File: src/rtl/sc_level_pkg.sv
// Shared types and sizing helpers for the RoadFighter level sequencer.
package sc_level_pkg;

    typedef enum logic [2:0] {
        MESSAGE   = 3'd0,
        PLAY      = 3'd1,
        CRASH     = 3'd2,
        LEVEL_END = 3'd3,
        END       = 3'd4
    } levelState_t;

    localparam int unsigned TARGETS_MAX_W = 256;

    function automatic int unsigned levelWidth(input int unsigned numLevels);
        return (numLevels > 1) ? $clog2(numLevels) : 1;
    endfunction

    function automatic int unsigned timerWidth(input int unsigned msgCycles,
                                               input int unsigned crashCycles);
        int unsigned longest;
        longest = (msgCycles > crashCycles) ? msgCycles : crashCycles;
        return (longest > 1) ? $clog2(longest) : 1;
    endfunction

    // Level i's target sits at [i*width +: width] of the packed vector.
    function automatic logic [31:0] targetSlice(input logic [TARGETS_MAX_W-1:0] targets,
                                                input int unsigned level,
                                                input int unsigned width);
        return 32'(targets >> (level * width)) & ((32'd1 << width) - 32'd1);
    endfunction

endpackage

File: src/rtl/sc_cycle_timer.sv
// Loadable down-counter that parks at zero; shared by the message and crash phases.
module sc_cycle_timer #(
    parameter int unsigned       WIDTH       = 2,
    parameter logic [WIDTH-1:0]  RESET_VALUE = '0
) (
    input  logic              clock50,
    input  logic              resetInLow,
    input  logic              load,
    input  logic [WIDTH-1:0]  loadValue,
    input  logic              countEnable,
    output logic              atZero
);

    logic [WIDTH-1:0] count;

    always_ff @(posedge clock50) begin
        if (!resetInLow) begin
            count <= RESET_VALUE;
        end else if (load) begin
            count <= loadValue;
        end else if (countEnable && !atZero) begin
            count <= count - WIDTH'(1);
        end
    end

    assign atZero = (count == '0);

endmodule

File: src/rtl/sc_level_sequencer.sv
// Game-level sequencer: owns level/progress counters and drives active-low status strobes.
//   state     | meaning
//   MESSAGE   | "LEVEL n" banner shown for MSG_CYCLES clocks
//   PLAY      | ticks advance progress; crash or target reached leaves
//   CRASH     | freeze for CRASH_CYCLES clocks, progress held
//   LEVEL_END | one-cycle level-complete pulse
//   END       | game over, waits for restart
module sc_level_sequencer
    import sc_level_pkg::*;
#(
    parameter int unsigned                         NUM_LEVELS    = 4,
    parameter int unsigned                         PROGRESS_W    = 5,
    parameter logic [NUM_LEVELS*PROGRESS_W-1:0]    LEVEL_TARGETS = {5'd30, 5'd21, 5'd17, 5'd17},
    parameter int unsigned                         MSG_CYCLES    = 50_000_000,
    parameter int unsigned                         CRASH_CYCLES  = 25_000_000,
    localparam int unsigned                        LEVEL_W       = levelWidth(NUM_LEVELS),
    localparam int unsigned                        TIMER_W       = timerWidth(MSG_CYCLES, CRASH_CYCLES)
) (
    input  logic                   SC_LEVEL_SEQUENCER_CLOCK_50,
    input  logic                   SC_LEVEL_SEQUENCER_RESET_InLow,
    input  logic                   SC_LEVEL_SEQUENCER_Tick_InLow,
    input  logic                   SC_LEVEL_SEQUENCER_Crash_InLow,
    input  logic                   SC_LEVEL_SEQUENCER_Restart_InLow,
    output logic [LEVEL_W-1:0]     SC_LEVEL_SEQUENCER_CurrentLevel_Out,
    output logic [PROGRESS_W-1:0]  SC_LEVEL_SEQUENCER_Progress_Out,
    output logic                   SC_LEVEL_SEQUENCER_Message_OutLow,
    output logic                   SC_LEVEL_SEQUENCER_Freeze_OutLow,
    output logic                   SC_LEVEL_SEQUENCER_LevelEnd_OutLow,
    output logic                   SC_LEVEL_SEQUENCER_GameEnd_OutLow
);

    localparam logic [TARGETS_MAX_W-1:0] TARGETS_PADDED = TARGETS_MAX_W'(LEVEL_TARGETS);
    localparam logic [TIMER_W-1:0]       MSG_LOAD       = TIMER_W'(MSG_CYCLES - 1);
    localparam logic [TIMER_W-1:0]       CRASH_LOAD     = TIMER_W'(CRASH_CYCLES - 1);
    localparam logic [LEVEL_W-1:0]       LAST_LEVEL     = LEVEL_W'(NUM_LEVELS - 1);

    levelState_t              state;
    logic [LEVEL_W-1:0]       level;
    logic [PROGRESS_W-1:0]    progress;
    logic [PROGRESS_W-1:0]    levelTarget;
    logic                     levelDone;
    logic                     lastLevel;
    logic                     timerLoad;
    logic [TIMER_W-1:0]       timerLoadValue;
    logic                     timerEnable;
    logic                     timerZero;
    logic                     messageLow;
    logic                     freezeLow;
    logic                     levelEndLow;
    logic                     gameEndLow;

    assign levelTarget = PROGRESS_W'(targetSlice(TARGETS_PADDED, 32'(level), PROGRESS_W));
    assign levelDone   = (progress == levelTarget);
    assign lastLevel   = (level == LAST_LEVEL);
    assign timerEnable = (state == MESSAGE) || (state == CRASH);

    // Timer reloads mirror the FSM transitions that enter MESSAGE or CRASH.
    always_comb begin
        timerLoad      = 1'b0;
        timerLoadValue = MSG_LOAD;
        case (state)
            PLAY: begin
                if (!levelDone && !SC_LEVEL_SEQUENCER_Crash_InLow) begin
                    timerLoad      = 1'b1;
                    timerLoadValue = CRASH_LOAD;
                end
            end
            LEVEL_END: timerLoad = !lastLevel;
            END:       timerLoad = !SC_LEVEL_SEQUENCER_Restart_InLow;
            MESSAGE, CRASH: ;
            default:   timerLoad = 1'b1;
        endcase
    end

    sc_cycle_timer #(
        .WIDTH       (TIMER_W),
        .RESET_VALUE (MSG_LOAD)
    ) phaseTimer (
        .clock50     (SC_LEVEL_SEQUENCER_CLOCK_50),
        .resetInLow  (SC_LEVEL_SEQUENCER_RESET_InLow),
        .load        (timerLoad),
        .loadValue   (timerLoadValue),
        .countEnable (timerEnable),
        .atZero      (timerZero)
    );

    // Strobes are registered alongside the state so they decode the state being entered.
    always_ff @(posedge SC_LEVEL_SEQUENCER_CLOCK_50) begin
        if (!SC_LEVEL_SEQUENCER_RESET_InLow) begin
            state       <= MESSAGE;
            level       <= '0;
            progress    <= '0;
            messageLow  <= 1'b0;
            freezeLow   <= 1'b1;
            levelEndLow <= 1'b1;
            gameEndLow  <= 1'b1;
        end else begin
            case (state)
                MESSAGE: begin
                    if (timerZero) begin
                        state      <= PLAY;
                        messageLow <= 1'b1;
                    end
                end
                PLAY: begin
                    if (levelDone) begin
                        state       <= LEVEL_END;
                        levelEndLow <= 1'b0;
                    end else if (!SC_LEVEL_SEQUENCER_Crash_InLow) begin
                        state     <= CRASH;
                        freezeLow <= 1'b0;
                    end else if (!SC_LEVEL_SEQUENCER_Tick_InLow) begin
                        progress <= progress + PROGRESS_W'(1);
                    end
                end
                CRASH: begin
                    if (timerZero) begin
                        state     <= PLAY;
                        freezeLow <= 1'b1;
                    end
                end
                LEVEL_END: begin
                    levelEndLow <= 1'b1;
                    if (lastLevel) begin
                        state      <= END;
                        gameEndLow <= 1'b0;
                    end else begin
                        state      <= MESSAGE;
                        level      <= level + LEVEL_W'(1);
                        progress   <= '0;
                        messageLow <= 1'b0;
                    end
                end
                END: begin
                    if (!SC_LEVEL_SEQUENCER_Restart_InLow) begin
                        state      <= MESSAGE;
                        level      <= '0;
                        progress   <= '0;
                        messageLow <= 1'b0;
                        gameEndLow <= 1'b1;
                    end
                end
                default: begin
                    state       <= MESSAGE;
                    level       <= '0;
                    progress    <= '0;
                    messageLow  <= 1'b0;
                    freezeLow   <= 1'b1;
                    levelEndLow <= 1'b1;
                    gameEndLow  <= 1'b1;
                end
            endcase
        end
    end

    assign SC_LEVEL_SEQUENCER_CurrentLevel_Out = level;
    assign SC_LEVEL_SEQUENCER_Progress_Out     = progress;
    assign SC_LEVEL_SEQUENCER_Message_OutLow    = messageLow;
    assign SC_LEVEL_SEQUENCER_Freeze_OutLow     = freezeLow;
    assign SC_LEVEL_SEQUENCER_LevelEnd_OutLow   = levelEndLow;
    assign SC_LEVEL_SEQUENCER_GameEnd_OutLow    = gameEndLow;

endmodule

File: config.mk
export PLATFORM = sky130hd
export DESIGN_NAME = sc_level_sequencer
export DESIGN_NICKNAME = d
export VERILOG_FILES = /design/src/rtl/sc_level_pkg.sv /design/src/rtl/sc_cycle_timer.sv /design/src/rtl/sc_level_sequencer.sv
export SDC_FILE = /design/constraint.sdc
export NUM_CORES = 1
export LEC_CHECK = 0
export BUFFER_PORTS_ARGS = -buffer_cell sky130_fd_sc_hd__buf_2
export CORE_ASPECT_RATIO = 0.8
export CORE_MARGIN = 4
export CORE_UTILIZATION = 60
export CTS_BUF_LIST = sky130_fd_sc_hd__clkbuf_8
export CTS_CLUSTER_SIZE = 12
export DETAILED_ROUTE_END_ITERATION = 6
export MAX_ROUTING_LAYER = met4
export PLACE_DENSITY = 0.84
export SETUP_SLACK_MARGIN = 0.15
export SYNTH_ARGS = -nofsm -noshare
export SYNTH_HDL_FRONTEND = slang
export SYNTH_HIERARCHICAL = 1
export SYNTH_SLANG_ARGS = --single-unit
File: constraint.sdc
create_clock -name SC_LEVEL_SEQUENCER_CLOCK_50 -period 4.4 [get_ports SC_LEVEL_SEQUENCER_CLOCK_50]
set_clock_uncertainty 0.05 [all_clocks]
set_input_delay 0.88 -clock SC_LEVEL_SEQUENCER_CLOCK_50 [delete_from_list [all_inputs] [get_ports SC_LEVEL_SEQUENCER_CLOCK_50]]
set_output_delay 0.88 -clock SC_LEVEL_SEQUENCER_CLOCK_50 [all_outputs]
set_load 0.005 [all_outputs]
Word level (Yosys, flattened, before mapping)
Cells that the tools add are included.
Word-level totals
  input bits: 5
  flip-flop bits (word level): 40
  word-level logic and storage cells: 92
Operators by class
  $mul: 1
  shifts and indexed selects: 1
  bitwise logic cells: 5
  add/subtract/negate cells: 3
  equal/unequal tests: 18
  multiplexer cells: 33
  reduce and logical (&&, ||, !) cells: 23
Operators with widths (count)
  26-bit 2-to-1 mux: 4
  26-bit zero test: 1
  26-bit by 1-bit subtractor with 26-bit output, second input constant: 1
  5-bit 2-to-1 mux: 5
  5-bit case mux with 4 select lines: 1
  20-bit by 5-bit >> shifter with 5-bit output, first input constant: 1
  2-bit != test, second input constant: 8
  3-bit 2-to-1 mux: 5
  3-bit case mux with 4 select lines: 1
  1-bit 2-to-1 mux: 9
  3-bit AND reduction: 3
  3-bit OR reduction: 3
  1-bit case mux with 4 select lines: 2
  4-bit AND reduction: 2
  3-bit by 2-bit equality test with 1-bit output, second input constant: 2
  2-bit by 1-bit != test with 1-bit output, second input constant: 3
  1-bit case mux with 3 select lines: 2
  2-bit case mux with 3 select lines: 1
  6-bit AND reduction: 1
  5-bit by 1-bit adder with 5-bit output, second input constant: 1
  5-bit equality test: 1
  1-bit zero test: 5
  2-bit by 3-bit multiplier with 5-bit output, second input constant: 1
  1-bit inverter: 5
  other kinds (13): 16

Longest topological paths before layout
Gate-level depths: netlist of the first run.
  word-level depth: 8
  depth in mapped cells: 10
  mapped depth without buffers: 9

By module
Netlist of the first run, hierarchy kept.
By module, submodules not included
  sc_cycle_timer: area each 1791.7 µm², times used 1, cells each 227, seq. area each 520.5 µm²
  sc_level_sequencer: area each 915.9 µm², times used 1, cells each 100, seq. area each 280.3 µm²

Worst setup path after synthesis of the first run
Ideal clock, no wire load.
  path type: reg-to-reg
  start point: register level[0], in the netlist SC_LEVEL_SEQUENCER_CurrentLevel_Out[0]
  end point: register phaseTimer.count[0]
  clock period less this slack: 2495 ps
  setup slack: 1905 ps
  path buffers: 2
  arrival time: 2354 ps
  stages on the path, launching flop included: 10
  cell sequence: dfxtp_1 -> ha_1 -> and4b_1 -> o211a_4 -> or3_4 -> nand2_1 -> clkbuf_1 -> clkbuf_1 -> nor2_1 -> a311oi_1
On the way
  cells in the longest elaborated chain, start to end: 8
  elaborated cells between the ends (all ways): 11
  classes of those cells: mul: 1; eq/ne: 2; shift: 1; mux: 3; reduce/logical: 4
Ends and longest elaborated chain
  start: declaration: line sc_level_sequencer.sv:38  | logic [LEVEL_W-1:0] level;
  start signal: assignment: line sc_level_sequencer.sv:129  | level <= level + LEVEL_W'(1);
  2-bit by 3-bit multiplier with 5-bit output: line sc_level_pkg.sv:29  | return 32'(targets >> (level * width)) & ((32'd1 << width) - 32'd1);
  20-bit by 5-bit >> shifter with 5-bit output: line sc_level_pkg.sv:29
  5-bit equality test: line sc_level_sequencer.sv:53  | assign levelDone = (progress == levelTarget);
  1-bit zero test: line sc_level_sequencer.sv:63  | if (!levelDone && !SC_LEVEL_SEQUENCER_Crash_InLow) begin
  1-bit logical AND: line sc_level_sequencer.sv:63
  1-bit 2-to-1 mux: line sc_level_sequencer.sv:63
  1-bit case mux with 4 select lines (*): line sc_level_sequencer.sv:61  | case (state)
  named net timerLoad: line sc_level_sequencer.sv:43  | logic timerLoad;
  26-bit 2-to-1 mux / 2-bit nonzero test (equally long branches)
  end signal: assignment: line sc_cycle_timer.sv:20  | count <= loadValue;
  end signal: assignment: line sc_cycle_timer.sv:22  | count <= count - WIDTH'(1);
  end: declaration: line sc_cycle_timer.sv:14  | logic [WIDTH-1:0] count;
The timed path passes the listed nets; every way through them passes the cells marked *.
A chain may end at the register's enable or synchronous reset.

Final worst setup path of the first run
  start point: register level[0], in the netlist SC_LEVEL_SEQUENCER_CurrentLevel_Out[0]
  end point: register phaseTimer.count[21]
Same word-level chain as after synthesis.

==> run summary, run 1 <==
The total number of placement rows is 21, and the peak fanout along the critical path is 39. The sequential cells in the finished layout cover a total of 801 um2. In this run the power density over the cells is 251 nW/um2.

The routed design has 6380 um of wire. Hold repair after CTS inserted 0 buffers. Static timing analysis puts the maximum clock frequency at 352 MHz. For this run, the number of Yosys warnings is 6.

The area taken by multi-input logic gates is 1800 um2, and the number of synthesized register bits is 40. In this run the number of H-tree levels came out at 2. The first-pass detailed-route iteration total was 5; the sum of negative setup slack was 0 ps. In the final design database the tool counted 349 nets. The count of port buffers added during placement is 15, and the number of DRC violations after detailed-routing iteration 0 is 231. The pin slew with the least headroom to its limit came out at 1120 ps.

Setup repair after global routing left no endpoint under its margin. Clock-pin slew was measured on the worst setup and hold paths at 90 ps. In this run, post-CTS repair resized a total of 0 instances. The total via count after detailed routing is 2546. The run gives 0 as the post-CTS setup repair buffer count. The starting density of the core is 63.6%. Sequential elements use 29.6% of the synthesized area. TritonCTS built the clock tree. Including well taps, the total number of placed cells is 391. The worst pin sits at a relative slew slack of 25.2%. The run finished with clean final reports. Type of the most critical hold path: register to register.

STA puts the critical path data required time at 4490 ps. Using the TritonRoute via totals, the vias-per-cell ratio works out to 6.38. Routability-driven placement finished with a final weighted congestion of 0.909. The run gives 2 as the number of buffers on the longest clock path.

In this run the horizontal extent of the chip is 83.1 um. In the finished design, the share of the clock period the worst path needs comes to 64.6%. The worst-case vdd ir drop came out at 0.252 mV. STA classifies the critical path startpoint as a register.

After legalization and detailed placement, the total HPWL measured 4470 um. STA classifies the critical path endpoint as a register. The count of unique library cells instantiated by Yosys is 72, and the average wire per cell in the routed design is 16.0 um. The synthesized netlist occupies a cell area of 2710 um2.

In this run the static leakage power is 1.08 nW. The run gives 0 as the final-report max-slew violation count. Counting the fill cells in the layout gives 336. The tool flagged a number of max-cap violations equal to 0. Final count of negative-setup-slack endpoints: 0. For the number of hold-slack violations in the final timing report, the log shows 0. After detailed routing, the number of remaining DRC violations is 0.

The overall overflow remaining after global route came out at 0. The die covers 5660 um2. Counting every sink on the clock net gives 40. In this run the mean area of a mapped cell was 8.28 um2. The worst path in the final design needs a cycle of 2840 ps, including I/O delays and setup.

Entering global routing, the biggest net connects 72 pins. The first global-routing pass estimated 10900 um of wire. The initial antenna violation count is 0, and the number of primary I/O pins is 16. The number of enable-type register cells in the synthesized netlist is 0, and the die span in y is 68.1 um. The post-synthesis instance total is 327, and the share of synthesized flip-flops with an asynchronous set or reset is 0%. The total inserted antenna cells came out at 0. For this run, the leading register cell type out of synthesis is dfxtp_1.

Total CTS buffers: 5. By startpoint and endpoint, the worst setup path is classified as register to register. Layout-stage area growth over the synthesis result: 8.69%.

The overall fraction of global-route tracks in use was 24.5%. Post-route non-filler standard cell count: 399. In the final layout, the share of cells above drive strength 1 is 14.0%. Clock latency on the worst-skew pair, taken at its later pin, is 300 ps. The detail route stage leaves a number of antenna-violating nets equal to 0. The tools report the endpoint arrival time on the critical path as 2930 ps.

Root buffer cell: clkbuf_8. The logs give 2235 for the via count of the first global-routing pass and 4260 um2 for the core region area.
## critical path, stage by stage (launching register included)
cell	delay [ps]
dfxtp_1	350
ha_1	270
nor4b_1	400
o211a_4	300
or3_4	180
nand2_1	60
buf_4	250
inv_2	380
nand3_1	140
nor4_1	200
a311oi_1	60
## cell usage after synthesis (all sizes together) (2+ instances only)
cell / count / share of area [%]
o311a: 10 / 3.7
a21oi: 12 / 2.4
xnor2: 6 / 1.9
nand3: 19 / 3.5
nor4b: 5 / 1.8
xor2: 2 / 0.65
a2111oi: 2 / 1.3
a211oi: 4 / 1.6
nand2: 18 / 2.5
ha: 3 / 1.4
o31ai: 3 / 1.0
dfxtp: 40 / 30
nor3b: 2 / 0.55
a311oi: 7 / 2.3
conb: 2 / 0.28
and2b: 2 / 0.55
nand4: 3 / 0.69
nor3: 10 / 1.8
buf: 6 / 1.2
or3: 6 / 1.9
nor2b: 6 / 1.4
and2: 3 / 0.69
o211ai: 7 / 1.9
a31oi: 7 / 1.6
inv: 16 / 2.2
o211a: 2 / 1.0
o21ai: 17 / 3.6
nand2b: 6 / 1.4
nor4: 13 / 4.3
o22ai: 2 / 0.97
clkbuf: 18 / 2.5
nor2: 26 / 4.3
or4: 9 / 2.5
mux2i: 4 / 1.5
and4: 3 / 0.97
or2: 2 / 0.46
nand3b: 8 / 2.4
## cells in the final DEF (no fill, tap or decap), drive strengths merged, types with 4 or more instances in the layout
master / synthesis / final
nor3: 10 / 10
buf: 6 / 16
nand2b: 6 / 6
inv: 16 / 16
dfxtp: 40 / 40
a311oi: 7 / 7
nand2: 18 / 18
o211ai: 7 / 7
or4: 9 / 9
nand3b: 8 / 8
a31oi: 7 / 7
a211oi: 4 / 4
a21oi: 12 / 12
clkbuf: 18 / 7
o21ai: 17 / 17
nor4b: 5 / 5
conb: 2 / 17
o311a: 10 / 10
nand3: 19 / 19
nor2b: 6 / 6
nor4: 13 / 13
xnor2: 6 / 6
mux2i: 4 / 4
or3: 6 / 6
nor2: 26 / 26
## report_power, final
group	leakage (nW)	switching (W)	internal, W
combinational	0.695	0.0000238	0.0000126
sequential	0.324	0.00000235	0.000364
clock	0.0645	0.000135	0.000200
total	1.08	0.000161	0.000577
## sequential cells by signal (all words and copies together), names as in the netlist
| name | flops |
|---|---|
| SC_LEVEL_SEQUENCER_GameEnd_OutLow | 1 |
| SC_LEVEL_SEQUENCER_Freeze_OutLow | 1 |
| phaseTimer/count | 26 |
| state | 3 |
| SC_LEVEL_SEQUENCER_LevelEnd_OutLow | 1 |
| SC_LEVEL_SEQUENCER_Progress_Out | 5 |
| SC_LEVEL_SEQUENCER_CurrentLevel_Out | 2 |
| SC_LEVEL_SEQUENCER_Message_OutLow | 1 |
## metrics by stage
step	hold slack, ps	total power (W)	area [um2]	utilization [%]	setup slack (ps)
2_1_floorplan	407	0.000403	2760	-	1900
3_3_place_gp	403	0.000409	2820	66.2	1590
3_5_place_dp	394	0.000410	2820	66.2	1560
4_1_cts	415	0.000739	2940	69.1	1590
5_1_grt	464	0.000763	2940	69.1	1270
6_report	413	0.000738	2940	69.1	1560
## metal layers
layer	up-vias	global-route usage (%)	part of all wire (%)
met1	1195	35.3	49
met2	91	35.6	43
met4	0	6.12	0.80
li1	1253	-	-
met3	7	4.33	7.6
met5	-	-	0
## area by class of cell
cell class	instances	share of cell area, %
timing repair buffer	16	2.81
clock inverter	1	1.02
inverter	16	2.04
multi-input combinational	262	61.2
clock buffer	7	3.27
tap	57	2.42
sequential	40	27.2
## worst paths after layout
path | startpoint | endpoint | slack [ps] | cells after the start
max | SC_LEVEL_SEQUENCER_CurrentLevel_Out[0] | phaseTimer/count[21] | 1560 | 10
min | SC_LEVEL_SEQUENCER_LevelEnd_OutLow | SC_LEVEL_SEQUENCER_LevelEnd_OutLow | 410 | 2
min reg2reg | SC_LEVEL_SEQUENCER_LevelEnd_OutLow | SC_LEVEL_SEQUENCER_LevelEnd_OutLow | 410 | 2
max reg2reg | SC_LEVEL_SEQUENCER_CurrentLevel_Out[0] | phaseTimer/count[21] | 1560 | 10
## logic make-up after synthesis
logic type	synth area share [%]
flops	29.6
compound gates	24.5
simple gates	34.2
buf+inv	5.96
fa+ha+maj	1.39
mux	1.48
other cells	0.277
xor+xnor	2.59
No activity file was read; power rests on OpenSTA's default activity.
==> run 2, diff against run 1 <==
CORE_UTILIZATION = 57   (was 60)
PLACE_DENSITY = 0.83   (was 0.84)
clock period = 2.4 ns   (was 4.4 ns; I/O delays follow)
==> run 2 against run 1 <==
Effect of this change: via count rose by 9.2%; wire length rose by 14%; design area rose by 12%; critical path depth fell by 5; sequential share of layout area fell by 2.6 points; critical path type unchanged; total power rose by 68%; largest power group unchanged; die area rose by 4.7%.
==> run summary, run 2 (synthesis results as in run 1) <==
The sequential fraction of design power is 54.2% (+4.5 points), and the total inserted antenna cells is 0 (unchanged). The tools report the via count of the first global-routing pass as 2390 (+6.9%). STA classifies the critical path endpoint as a register.

The count of unresolved DRC violations after routing is 0 (unchanged). The worst slack at placement was 12.2 ps (-1550 ps). The number of H-tree levels is 2 (unchanged), and the wire length of the first global-routing pass is 11600 um (+5.7%).

The count of nets left with antenna violations after detail routing is 0 (unchanged), and the part of the cycle the worst path needs is 96.4% (+32 points). The horizontal die dimension was 85.1 um (+2.3%); the endpoint arrival time on the critical path was 2460 ps (-470 ps). The kind of critical path was register to register. The run gives 24.4% (-0.18 points) as the overall fraction of global-route tracks in use. The number of fill cells in the layout was 337 (+0.30%); the total via count after detailed routing was 2779 (+9.2%). Weighted congestion reported at the end of routability-driven placement: 0.878 (-3.4%). The tools report the sort of element at the start of the critical path as a register. The total CTS buffers came out at 5 (unchanged). The final-report max-slew violation count was 0 (unchanged); the leakage component of the power was 1.25 nW (+16%). The number of flip-flops under the largest register name came out at 26 (unchanged).

The tools report the largest net degree at the start of global routing as 72 (unchanged). The run gives 4840 um (+8.1%) as the HPWL after detailed placement. The global routing met2 resource utilization is 34.7% (-0.94 points), and the switching share of power is 25.0% (+3.2 points). The count of nets after finishing is 381 (+9.2%). The critical path buffer and inverter count is 0 (-2).

The worst hold path belongs to the class register to register. The met1 global-route usage is 34.0% (-1.3 points), and the net switching power figure is 0.000310 W (+93%). The tools report the core region area as 4600 um2 (+8.0%). The total number of placement rows came out at 22 (+4.8%).

The power per unit of standard cell area came out at 375 nW/um2 (+50%). The sum of negative setup slack was 0 ps (unchanged). The number of max-capacitance violations reported is 0 (unchanged), and the number of buffers on the longest clock path is 2 (unchanged). The most heavily used metal layer in global routing was met2. From synthesis to final layout, the design area changed by 21.8%.

The worst-case vdd ir drop came out at 0.210 mV (-17%). The initial antenna violation count came out at 0 (unchanged). The area taken by multi-input logic gates was 1910 um2 (+5.8%). The clock latency on the worst-skew pair was 300 ps (about the same); the cell-internal power was 0.000927 W (+61%).

The most common cell after layout, fill and taps aside is dfxtp_1. Combinational fraction of design power: 6.6% (+1.7 points). The most prevalent standard cell on the critical path is or4_4.

The cell with the largest stage delay on the worst path was or4_4. The area of the die is 5920 um2 (+4.7%), and the final count of negative-setup-slack endpoints is 0 (unchanged). The starting density of the core is 58.9% (-4.7 points).

The peak fanout along the critical path is 7 (-82%), and the count of port buffers added during placement is 15 (unchanged). Ranked by flip-flop count, first place goes to phaseTimer/count. The number of DRC violations after detailed-routing iteration 0 was 367 (+59%). The fraction of power consumed by the clock network was 39.2% (-6.2 points); the highest clock rate was 432 MHz (+23%). The flow ran to the end, and the final reports show no timing, DRC or antenna violations.

The total length of routed wires is 7270 um (+14%). The time the worst path needs with I/O delays and setup works out to 2310 ps (-530 ps). In the layout the commonest cells are dfxtp_1 (33), buf_4 (30), nor2_1 (22).

The clock transition at the register clock pins on the worst setup and hold paths after CTS was 90 ps (about the same); the sequential standard cell area was 812 um2 (+1.4%). The biggest cell delay along the critical path is 620 ps (+220 ps), and the average wire per cell in the routed design is 16.7 um (+4.7%). TritonCTS built the clock tree. The root buffer cell is clkbuf_8. The critical path required time was 2550 ps (-1940 ps).

The slack of the critical path is 86.0 ps (-1470 ps). The via count normalized by instance count is 6.40 (+0.35%). The overall overflow remaining after global route is 0 (unchanged), and the first-pass detailed-route iteration total is 5 (unchanged).

The number of sinks driven by the clock tree was 40 (unchanged); the number of primary I/O pins was 16 (unchanged). Setup repair after global routing could not meet its margin everywhere. Traced cell by cell, the critical path runs through or4_4 > or4_4 > nor4_2 > xnor2_1 > a21oi_1. Number of hold-slack violations in the final timing report: 0 (unchanged). The kind of cell adding the most delay to the critical path is simple AND/OR/NAND/NOR gates. The met3 global-route usage was 4.63% (+0.30 points); the total of hold buffers inserted after clock tree synthesis was 0 (unchanged).

The proportion of layout cells with a drive suffix above 1 is 28.1% (+14 points), and the die span in y is 69.6 um (+2.3%).
==> run 2: power groups by stage <==
| stage | Sequential [W] | Combinational, W | Clock (W) |
|---|---|---|---|
| floorplan | 0.000686 | 0.0000518 | 0 |
| global placement | 0.000686 | 0.0000734 | 0 |
| detailed placement | 0.000686 | 0.0000762 | 0 |
| CTS | 0.000670 | 0.0000772 | 0.000489 |
| global route | 0.000671 | 0.0000920 | 0.000518 |
| finish | 0.000670 | 0.0000817 | 0.000485 |
==> run 2: per-stage QoR <==
stage | instances | cell area (um2) | hold slack [ps] | util, % | total power [W]
floorplan | 342 | 2810 | 407 | - | 0.000738
global placement | 420 | 3050 | 403 | 66.4 | 0.000759
detailed placement | 420 | 3050 | 422 | 66.4 | 0.000762
CTS | 430 | 3180 | 442 | 69.2 | 0.00124
global route | 434 | 3300 | 477 | 71.7 | 0.00128
finish | 434 | 3300 | 435 | 71.7 | 0.00124
==> run 2: area by class of cell <==
cell class	instances	area share [%]
clock buffers	6	2.50
repair buffers	48	10.7
flip-flops and latches	40	24.6
well taps	60	2.28
multi-input cells	262	57.8
inverters	16	1.82
clock inverters	2	0.303
==> run 2: worst paths after layout <==
kind,startpoint,endpoint,slack (ps),depth (start not counted)
max,phaseTimer/count[2],phaseTimer/count[18],90,5
min,SC_LEVEL_SEQUENCER_LevelEnd_OutLow,SC_LEVEL_SEQUENCER_LevelEnd_OutLow,440,2
max reg2reg,phaseTimer/count[2],phaseTimer/count[18],90,5
min reg2reg,SC_LEVEL_SEQUENCER_LevelEnd_OutLow,SC_LEVEL_SEQUENCER_LevelEnd_OutLow,440,2
==> run 2: metal layers <==
metal / vias up / share of wire, % / wire (um)
met5: - / 0 / 0
met2: 127 / 45 / 3300
met1: 1322 / 46 / 3320
li1: 1307 / - / -
met4: 0 / 2.2 / 157
met3: 23 / 6.7 / 488
==> run 2: repair_timing <==
action | in CTS | in global routing
setup buffers | 2 | 4
endpoints found under the setup margin | 22 | 24
pin swaps | 3 | 10
resized for setup | 6 | 24
==> run 2: worst reg2reg max path, stage by stage, from the launching register on <==
cell and delay [ps]:
dfxtp_2 330, or4_4 580, or4_4 620, nor4_2 380, xnor2_1 170, a21oi_1 80
